===== src/rtl/pp_gen_pipe.sv =====
// pp_gen_pipe: two-stage pipelined partial-product generator feeding the Wallace reduction tree.
// Stage S1 holds the operands. Stage S2 holds the registered PP rows and the correction constant.
// Both stages use valid/ready handshakes with lossless backpressure. A counter tracks completed
// output transfers.
module pp_gen_pipe #(
  parameter int unsigned DIM       = 8,
  parameter int unsigned SIGNED_EN = 1,
  parameter int unsigned CNT_W     = 16
) (
  input  logic                 clk,
  input  logic                 rst,
  input  logic                 in_valid,
  output logic                 in_ready,
  input  logic [DIM-1:0]       in_a,
  input  logic [DIM-1:0]       in_b,
  input  logic                 in_signed,
  output logic                 out_valid,
  input  logic                 out_ready,
  output logic [DIM-1:0]       out_pp [DIM-1:0],
  output logic [2*DIM-1:0]     out_corr,
  output logic                 out_signed,
  output logic [CNT_W-1:0]     out_count
);

  localparam int unsigned PW = 2 * DIM;
  localparam logic [PW-1:0] BW_CORR = (PW'(1) << DIM) | (PW'(1) << (PW - 1));

  // S1 operand stage
  logic [DIM-1:0] s1_a_q, s1_a_d;
  logic [DIM-1:0] s1_b_q, s1_b_d;
  logic           s1_signed_q, s1_signed_d;
  logic           s1_valid_q, s1_valid_d;

  // S2 output stage
  logic [DIM-1:0] pp_q [DIM-1:0];
  logic [DIM-1:0] pp_d [DIM-1:0];
  logic [PW-1:0]  corr_q, corr_d;
  logic           out_signed_q, out_signed_d;
  logic           out_valid_q, out_valid_d;
  logic [CNT_W-1:0] count_q, count_d;

  logic [DIM-1:0] pp_calc [DIM-1:0];
  logic [PW-1:0]  corr_calc;
  logic           in_fire, out_fire, s1_adv, signed_in;

  assign signed_in = in_signed & (SIGNED_EN != 0);
  assign s1_adv    = s1_valid_q & (~out_valid_q | out_ready);
  assign in_ready  = ~rst & (~s1_valid_q | s1_adv);
  assign in_fire   = in_valid & in_ready;
  assign out_fire  = out_valid_q & out_ready;

  // Partial-product rows from S1. In signed mode, bits where exactly one index is DIM-1 are inverted.
  for (genvar gi = 0; gi < DIM; gi++) begin : g_row
    localparam logic [DIM-1:0] INV_MASK = (gi == DIM - 1) ? {1'b0, {(DIM-1){1'b1}}}
                                                          : {1'b1, {(DIM-1){1'b0}}};
    assign pp_calc[gi] = ({DIM{s1_b_q[gi]}} & s1_a_q) ^ (INV_MASK & {DIM{s1_signed_q}});
  end

  assign corr_calc = s1_signed_q ? BW_CORR : '0;

  // Next-state logic for both pipeline stages and the transfer counter
  always_comb begin
    s1_a_d       = s1_a_q;
    s1_b_d       = s1_b_q;
    s1_signed_d  = s1_signed_q;
    s1_valid_d   = s1_valid_q;
    pp_d         = pp_q;
    corr_d       = corr_q;
    out_signed_d = out_signed_q;
    out_valid_d  = out_valid_q;
    count_d      = count_q;

    if (in_fire) begin
      s1_a_d      = in_a;
      s1_b_d      = in_b;
      s1_signed_d = signed_in;
      s1_valid_d  = 1'b1;
    end else if (s1_adv) begin
      s1_valid_d  = 1'b0;
    end

    if (s1_adv) begin
      pp_d         = pp_calc;
      corr_d       = corr_calc;
      out_signed_d = s1_signed_q;
      out_valid_d  = 1'b1;
    end else if (out_fire) begin
      out_valid_d  = 1'b0;
    end

    if (out_fire) begin
      count_d = count_q + CNT_W'(1);
    end
  end

  // State registers with synchronous reset; all contents are cleared so outputs are never X
  always_ff @(posedge clk) begin
    if (rst) begin
      s1_a_q       <= '0;
      s1_b_q       <= '0;
      s1_signed_q  <= 1'b0;
      s1_valid_q   <= 1'b0;
      pp_q         <= '{default: '0};
      corr_q       <= '0;
      out_signed_q <= 1'b0;
      out_valid_q  <= 1'b0;
      count_q      <= '0;
    end else begin
      s1_a_q       <= s1_a_d;
      s1_b_q       <= s1_b_d;
      s1_signed_q  <= s1_signed_d;
      s1_valid_q   <= s1_valid_d;
      pp_q         <= pp_d;
      corr_q       <= corr_d;
      out_signed_q <= out_signed_d;
      out_valid_q  <= out_valid_d;
      count_q      <= count_d;
    end
  end

  assign out_pp     = pp_q;
  assign out_corr   = corr_q;
  assign out_signed = out_signed_q;
  assign out_valid  = out_valid_q;
  assign out_count  = count_q;

endmodule


===== config.mk =====
export PLATFORM = sky130hd
export DESIGN_NAME = pp_gen_pipe
export DESIGN_NICKNAME = d
export VERILOG_FILES = /design/src/rtl/pp_gen_pipe.sv
export SDC_FILE = /design/constraint.sdc
export NUM_CORES = 1
export LEC_CHECK = 0
export CAP_MARGIN = 20
export CORE_ASPECT_RATIO = 1.25
export CORE_MARGIN = 8
export CORE_UTILIZATION = 40
export CTS_CLUSTER_SIZE = 14
export DETAILED_ROUTE_END_ITERATION = 16
export GPL_ROUTABILITY_DRIVEN = 0
export PLACE_DENSITY_LB_ADDON = 0.08
export SYNTH_ARGS = -nofsm -noshare
export SYNTH_HDL_FRONTEND = slang
export SYNTH_SLANG_ARGS = --single-unit
export TNS_END_PERCENT = 5

===== constraint.sdc =====
create_clock -name clk -period 3.99 [get_ports clk]
set_input_delay 0.798 -clock clk [delete_from_list [all_inputs] [get_ports clk]]
set_output_delay 0.798 -clock clk [all_outputs]
set_load 0.01 [all_outputs]

After elaboration in Yosys (flattened, before gate mapping)
Cells that the tools add are included.
{"block": "totals", "reg_bits": 116, "out_inout_bits": 99, "inputBits": 21, "word_cells": 49, "ram_bits": 0, "mem_count": 0, "latchBits": 0, "romBits": 0}
{"block": "classes", "div_mod_pow": 0, "n_shift": 0, "magnitude_cmp": 0, "mul": 0, "n_eq_ne": 0, "bitwise_logic": 25, "reduce_logical": 2, "n_addsub": 1, "muxes": 5}
{"operator": "$and 8x8->8", "n": 8}
{"operator": "$xor 8x8->8", "n": 7}
{"operator": "$add 16x1->16 const B", "n": 1}
{"operator": "$mux 16", "n": 1}
{"operator": "$xor 8x7->8", "n": 1}
{"operator": "$and 1x1->1", "n": 4}
{"operator": "$mux 1", "n": 4}
{"operator": "$reduce_bool 2->1", "n": 2}
{"operator": "$not 1->1", "n": 3}
{"operator": "$or 1x1->1", "n": 2}

Depth between registers and ports, before layout
Gate-level depths: netlist (run 1).
{"block": "logic_depth", "depth_word": 7, "ltp_mapped": 6, "ltp_nobuf": 5}

Worst setup path after synthesis (run 1)
Ideal clock, no wire load.
{"block": "synth_path", "kind": "input to output", "startpoint": "in rst", "endpoint": "out in_ready", "path_buffers": 2, "required_ps": 3192, "setup_slack_ps": 1744, "cell_stages": 3, "arrival_time_ps": 1448, "path_cell_list": "clkbuf_1 clkbuf_1 a21oi_1"}
{"block": "synth_between", "elab_chain_cells": 2}
{"item": "from (decl)", "line": "11", "rtl": "input logic rst,"}
{"item": "$not 1->1", "line": "48", "rtl": "assign in_ready = ~rst & (~s1_valid_q | s1_adv);"}
{"item": "$and 1x1->1", "line": "48"}
{"item": "to (decl)", "line": "13", "rtl": "output logic in_ready,"}
No other way between the ends.

Worst setup path in the final report (run 1)
{"block": "layout_path", "startpoint": "in out_ready", "endpoint": "out in_ready"}
{"block": "layout_between", "elab_chain_cells": 4}
{"item": "from (decl)", "line": "18", "rtl": "input logic out_ready,"}
{"item": "$or 1x1->1", "line": "47", "rtl": "assign s1_adv = s1_valid_q & (~out_valid_q | out_ready);"}
{"item": "$and 1x1->1", "line": "47"}
{"item": "$or 1x1->1", "line": "48"}
{"item": "$and 1x1->1", "line": "48"}
No other way between the ends.

==> flow_summary_export.csv, run 1 <==
group,metric,value,unit
outcome,status,"complete, no violations",
synthesis,ys_types,37,
clock_network,clock_latency,0.34,ns
cells_and_area,n_antenna_cell,0,
clock_network,cts_resized,0,
power,seq_power_share,0.493,
timing,slew_violations,0,
timing,max_slew.worst_pin.slew,1.02,ns
clock_network,cts.clk_slew.worst_paths,0.07,ns
synthesis,yosys_warnings,0,
drt,antenna_left,0,
placed_design,io_buffers,105,
clock_network,cts_tree,"done",
die,die_h,131,um
timing,finalSetupTns,0,ns
cells_and_area,drive_above_1_share,0.0683,
clock_network,cts_buffers,9,
power,p_comb_frac,0.079,
cells_and_area,area.growth.synth_to_final,29.9,%
drt,viasPerCell,4.97,
setup_path,worstPathRequired,3.19,ns
flow_run,drv_cap,0,
setup_path,crit_path_frequent_cell,"clkdlybuf4s50_1",
global_routing,grt_pass1_wl,17200,um
drt,detail_route.wl_per_cell,15.7,um
setup_path,r2r_start,"out_valid$_SDFFE_PP0P_",
setup_path,critPathArrivalTime,2.33,ns
setup_path,critical_path.top_delay_family,"buffers and inverters",
synthesis,syn_area,4220,um2
setup_path,cp_slowest_cell,"clkdlybuf4s50_1",
global_routing,grt.total_usage,0.156,
synthesis,synth_area_per_cell,8.47,um2
die,start_util,0.403,
synthesis,synth-seq-cells,100,
setup_path,end_kind,"output pin",
timing,clock_skew,0.00690,ns
power,p_int,0.00166,W
placed_design,dp_slack,0.855,ns
die,core,10500,um2
drt,drt_iter0_markers,174,
global_routing,grt_overflow,0,
timing,max_slew_margin,0.318,
clock_network,cts_sinks,100,
setup_path,startpoint,"out_ready",
power,p_clk_frac,0.428,
timing,period_minus_slack,3.13,ns
clock_network,post-cts-setup-buffers,0,
timing,hold_violations,0,
worst_hold_path,min-delay-start,"out_pp[18]$_SDFFE_PP0P_",
die,dieArea,14100,um2
timing,period_share,0.783,
setup_path,path_class,"primary input to output pin",
setup_path,crit_path_end,"in_ready",
drt,drtPass1Iterations,4,
drt,drc_errors,0,
power,swShare,0.242,
timing,rsz0062_at_grt,"false",
synthesis,yosysSeqAreaShare,0.475,
power,switchingPower,0.000531,W
worst_hold_path,hold_path_class,"flip-flop to flip-flop",
cells_and_area,final_common_cell,"clkdlybuf4s50_1",
setup_path,regToRegEndpoint,"out_pp[21]$_SDFFE_PP0P_",
global_routing,grt_max_degree,80,
power,p_total,0.00219,W
setup_path,crit_path_max_fanout,6,
timing,finalSetupViolCount,0,
clock_network,cts.path.max_buffers,2,
die,io_pins,120,
setup_path,path_depth,4,
setup_path,reg2reg_depth,4,
cells_and_area,final_cell_mix,"clkdlybuf4s50_1, dfxtp_1, nand2_1",
setup_path,cp_cell_sequence,"clkdlybuf4s50_1 -> and2b_4 -> a21oi_1 -> clkdlybuf4s50_1",
power,vdd_drop_max,0.000192,V
drt,wirelength,11100,um
drt,vias,3491,
power,pwr_density_cell,400,nW/um2
die,die_w,108,um
timing,layout_setup_ws,0.865,ns
power,leakagePower,1.85,nW
clock_network,htree_levels,3,
timing,max_clock_freq,0.320,GHz
placed_design,dp_hpwl,7470,um
setup_path,critPathBufInv,2,
cells_and_area,nFillCells,994,
synthesis,synth_cells,498,
global_routing,grt_pass1_vias,3360,
clock_network,cts_hold_buf,0,
cells_and_area,final_net_count,588,
die,rows,42,
global_routing,grt_antenna_before_repair,0,
clock_network,root_buffer,"clkbuf_16",
setup_path,startpoint_type,"primary input",
setup_path,regToRegSetupSlack,2.12,ns
setup_path,critical-path-max-stage-delay,0.56,ns
## cells in the mapped netlist
| library cell | count | area share |
|---|---|---|
| buf_1 | 8 | 0.0071 |
| xor2_1 | 21 | 0.044 |
| a31o_1 | 1 | 0.0021 |
| nor4_2 | 1 | 0.0030 |
| nor3_1 | 2 | 0.0024 |
| a211oi_1 | 4 | 0.0071 |
| and4_1 | 1 | 0.0021 |
| a21oi_1 | 54 | 0.064 |
| nor4_4 | 1 | 0.0050 |
| ha_1 | 1 | 0.0030 |
| nand4_1 | 6 | 0.0089 |
| buf_2 | 10 | 0.012 |
| and2b_4 | 1 | 0.0024 |
| buf_6 | 2 | 0.0053 |
| and3_1 | 1 | 0.0015 |
| nand3_1 | 53 | 0.063 |
| nand2_1 | 86 | 0.077 |
| o21ai_0 | 11 | 0.013 |
| and2_1 | 2 | 0.0030 |
| dfxtp_1 | 100 | 0.47 |
| inv_1 | 2 | 0.0018 |
| nor2_1 | 33 | 0.029 |
| and2_0 | 1 | 0.0015 |
| nand3_2 | 1 | 0.0024 |
| a211oi_2 | 10 | 0.030 |
| nor4_1 | 2 | 0.0030 |
| nand2b_1 | 19 | 0.028 |
| conb_1 | 1 | 0.00089 |
| o21ai_1 | 6 | 0.0071 |
| buf_4 | 24 | 0.043 |
| xnor2_1 | 6 | 0.012 |
| clkbuf_1 | 20 | 0.018 |
| mux2i_1 | 1 | 0.0024 |
| nand4_4 | 2 | 0.010 |
| a211oi_4 | 1 | 0.0047 |
| nor2b_1 | 2 | 0.0030 |
| mux2_4 | 1 | 0.0036 |
## metal layers
| layer | GRT usage | part of all wire |
|---|---|---|
| met1 | 0.192 | 0.43 |
| met2 | 0.252 | 0.49 |
| met3 | 0.0343 | 0.060 |
| met4 | 0.0761 | 0.021 |
| met5 | 0 | 0 |
## logic make-up (layout without fill, tap and decap cells)
group / Yosys count / count (layout) / synth area share
multiplexers: 2 / 2 / 0.00593
buffers and inverters: 66 / 126 / 0.0866
XOR/XNOR: 27 / 27 / 0.0561
AND/OR/NAND/NOR: 214 / 214 / 0.245
other: 1 / 14 / 0.000889
AO/OA/AOI/OAI: 87 / 87 / 0.128
adder cells (fa/ha/maj): 1 / 1 / 0.00297
flip-flops: 100 / 100 / 0.475
## stage by stage
stage | instances | cell area [um2] | utilization | hold slack [ns]
after detailed placement | 687 | 5150 | 0.493 | 0.445
after floorplan | 511 | 4270 | - | 0.476
after global placement | 687 | 5150 | 0.493 | 0.438
after CTS | 703 | 5480 | 0.524 | 0.458
after global routing | 703 | 5480 | 0.524 | 0.471
final | 703 | 5480 | 0.524 | 0.454
## worst min-delay path, delay by kind of cell, from the launching register on
family | cells | cell delay (ns)
AND/OR/NAND/NOR | 1 | 0.05
AO/OA/AOI/OAI | 1 | 0.05
flip-flops | 1 | 0.31
## layout make-up
class,count,area (um2),share of cell area
sequential,100,2000,0.365
clock inverter,6,93.8,0.0171
timing repair buffer,108,1070,0.196
multi-input combinational,345,1910,0.349
inverter,2,7.51,0.00137
clock buffer,10,229,0.0418
tap,132,165,0.0302
## how the worst min path moves through the flow
stage	end	slack, ns	depth (start not counted)
floorplan	out_pp[0]$_SDFFE_PP0P_	0.48	2
global placement	out_pp[35]$_SDFFE_PP0P_	0.44	2
detailed placement	out_pp[33]$_SDFFE_PP0P_	0.44	2
CTS	out_pp[17]$_SDFFE_PP0P_	0.46	2
global route	out_pp[33]$_SDFFE_PP0P_	0.47	2
finish	out_pp[18]$_SDFFE_PP0P_	0.45	2
## power by group through the flow
| stage | logic, W | registers (W) | clock network [W] |
|---|---|---|---|
| floorplan | 0.000143 | 0.00107 | 0 |
| global placement | 0.000173 | 0.00110 | 0 |
| detailed placement | 0.000176 | 0.00110 | 0 |
| CTS | 0.000176 | 0.00108 | 0.000962 |
| global route | 0.000191 | 0.00109 | 0.000996 |
| finish | 0.000173 | 0.00108 | 0.000938 |
## state kept, by name, indices dropped and copies added (netlist names)
signal and count:
out_corr 1, s1_valid_q 1, s1_b_q 8, s1_a_q 8
s1_signed_q 1, out_valid 1, out_pp 64, out_count 16
Note: power is estimated with default switching activity, not from simulation.
==> run 2: changes to the inputs <==
clock period = 3.15 ns   (was 3.99 ns; I/O delays follow)
==> run 2 against run 1 <==
  * Core utilization down 0.18 points
  * Final cell count up 0.28%
  * Register-to-register slack worse by 0.59 ns
  * Non-clock buffer count up 2
  * Critical path depth unchanged
  * First-iteration DRC count up 10%
  * Wire length up 0.83%
  * Die area unchanged
  * Hold slack worse by 0.0027 ns
==> flow_summary_export.csv, run 2 (synthesis results as in run 1) <==
group,metric,value,unit
timing,max_clock_freq,0.364,GHz
timing,period_share,0.873,
setup_path,critPathArrivalTime,2.12,ns
timing,max_slew.worst_pin.slew,0.892,ns
global_routing,grt_antenna_before_repair,0,
die,start_util,0.403,
timing,slew_violations,0,
global_routing,grt.total_usage,0.157,
cells_and_area,final_cell_mix,"clkdlybuf4s50_1, dfxtp_1, nand2_1",
clock_network,post-cts-setup-buffers,0,
clock_network,cts_hold_buf,0,
timing,layout_setup_ws,0.400,ns
setup_path,worstPathRequired,2.52,ns
cells_and_area,nFillCells,1024,
drt,viasPerCell,4.92,
drt,vias,3466,
setup_path,end_kind,"output pin",
placed_design,post_dp_cell_area,5180,um2
drt,antenna_left,0,
cells_and_area,final_common_cell,"clkdlybuf4s50_1",
drt,drt_iter0_markers,192,
clock_network,cts_buffers,9,
timing,rsz0062_at_grt,"false",
die,dieArea,14100,um2
cells_and_area,n_antenna_cell,0,
clock_network,cts.path.max_buffers,2,
die,core,10500,um2
timing,period_minus_slack,2.75,ns
drt,drc_errors,0,
placed_design,dp_slack,0.392,ns
setup_path,r2r_start,"out_valid$_SDFFE_PP0P_",
timing,hold_violations,0,
timing,finalSetupViolCount,0,
global_routing,grt_max_degree,80,
die,die_w,108,um
cells_and_area,largest_reg_flops,64,
global_routing,grt_overflow,0,
die,io_pins,120,
timing,clock_skew,0.00962,ns
clock_network,clock_latency,0.34,ns
setup_path,regToRegSetupSlack,1.53,ns
drt,detail_route.wl_per_cell,15.8,um
worst_hold_path,whs_path_depth,2,
outcome,status,"complete, no violations",
worst_hold_path,min-delay-start,"out_pp[17]$_SDFFE_PP0P_",
placed_design,io_buffers,105,
clock_network,cts.clk_slew.worst_paths,0.07,ns
clock_network,cts_resized,0,
placed_design,dp_hpwl,7570,um
setup_path,regToRegEndpoint,"out_pp[28]$_SDFFE_PP0P_",
drt,drtPass1Iterations,4,
setup_path,startpoint_type,"primary input",
setup_path,path_class,"primary input to output pin",
cells_and_area,area.growth.synth_to_final,29.4,%
setup_path,reg2reg_depth,5,
clock_network,htree_levels,3,
worst_hold_path,hold_path_class,"flip-flop to flip-flop",
power,leakagePower,1.84,nW
timing,finalSetupTns,0,ns
clock_network,cts_sinks,100,
global_routing,grt_pass1_vias,3302,
cells_and_area,final_net_count,590,
cells_and_area,drive_above_1_share,0.0733,
die,die_h,131,um
drt,wirelength,11100,um
worst_hold_path,min_to,"out_pp[17]$_SDFFE_PP0P_",
setup_path,crit_path_max_fanout,6,
die,rows,42,
flow_run,drv_cap,0,
global_routing,grt_pass1_wl,17300,um
clock_network,cts_tree,"done",
power,pwr_density_cell,479,nW/um2
cells_and_area,fin_area,5460,um2
cells_and_area,final_util,0.522,
timing,max_slew_margin,0.405,
clock_network,root_buffer,"clkbuf_16",
power,vdd_drop_max,0.000253,V
-- run 2: layout make-up --
type	count	area, um2	share of cell area
flip-flops and latches	100	2000	0.367
clock inverters	7	51.3	0.00940
well taps	132	165	0.0303
inverters	2	7.51	0.00138
repair buffers	110	1100	0.201
clock buffers	9	225	0.0413
multi-input cells	345	1910	0.350
-- run 2: metrics by stage --
stage          instances  power (W)  hold WS, ns
2_1_floorplan        511    0.00153        0.476
3_3_place_gp         689    0.00162        0.439
3_5_place_dp         689    0.00162        0.445
4_1_cts              705    0.00265        0.455
5_1_grt              705    0.00272        0.474
6_report             705    0.00261        0.451
-- run 2: worst max path at each step --
stage	startpoint	end	slack, ns	cells after the start
floorplan	rst	in_ready	1.24	3
global placement	out_ready	in_ready	0.39	4
detailed placement	out_ready	in_ready	0.39	4
CTS	out_ready	in_ready	0.39	4
global route	out_ready	in_ready	0.32	4
finish	out_ready	in_ready	0.40	4
-- run 2: power breakdown --
part           internal, W  leakage [nW]  total (W)  switching, W
logic             0.000102         0.897   0.000223      0.000121
registers          0.00130         0.812    0.00137     0.0000680
clock network     0.000538         0.132    0.00102      0.000485
total              0.00194          1.84    0.00261      0.000674
-- run 2: metal layers --
| layer | track usage | vias up | wire length [um] |
|---|---|---|---|
| met2 | 0.253 | 91 | 5400 |
| met4 | 0.0614 | 0 | 127 |
| met5 | 0 | - | 0 |
| met3 | 0.0402 | 10 | 755 |
| met1 | 0.197 | 1605 | 4870 |
| li1 | - | 1760 | - |
-- run 2: critical path, cell delays in order --
cell,delay [ns]
clkdlybuf4s50_1,0.55
and2b_4,0.25
a21oi_1,0.14
clkdlybuf4s50_1,0.55
==> run 3: changes to the inputs <==
CAP_MARGIN = 40   (was 20)
==> results of run 3 <==
Final layout, timing and power as in run 2 (identical DEF).
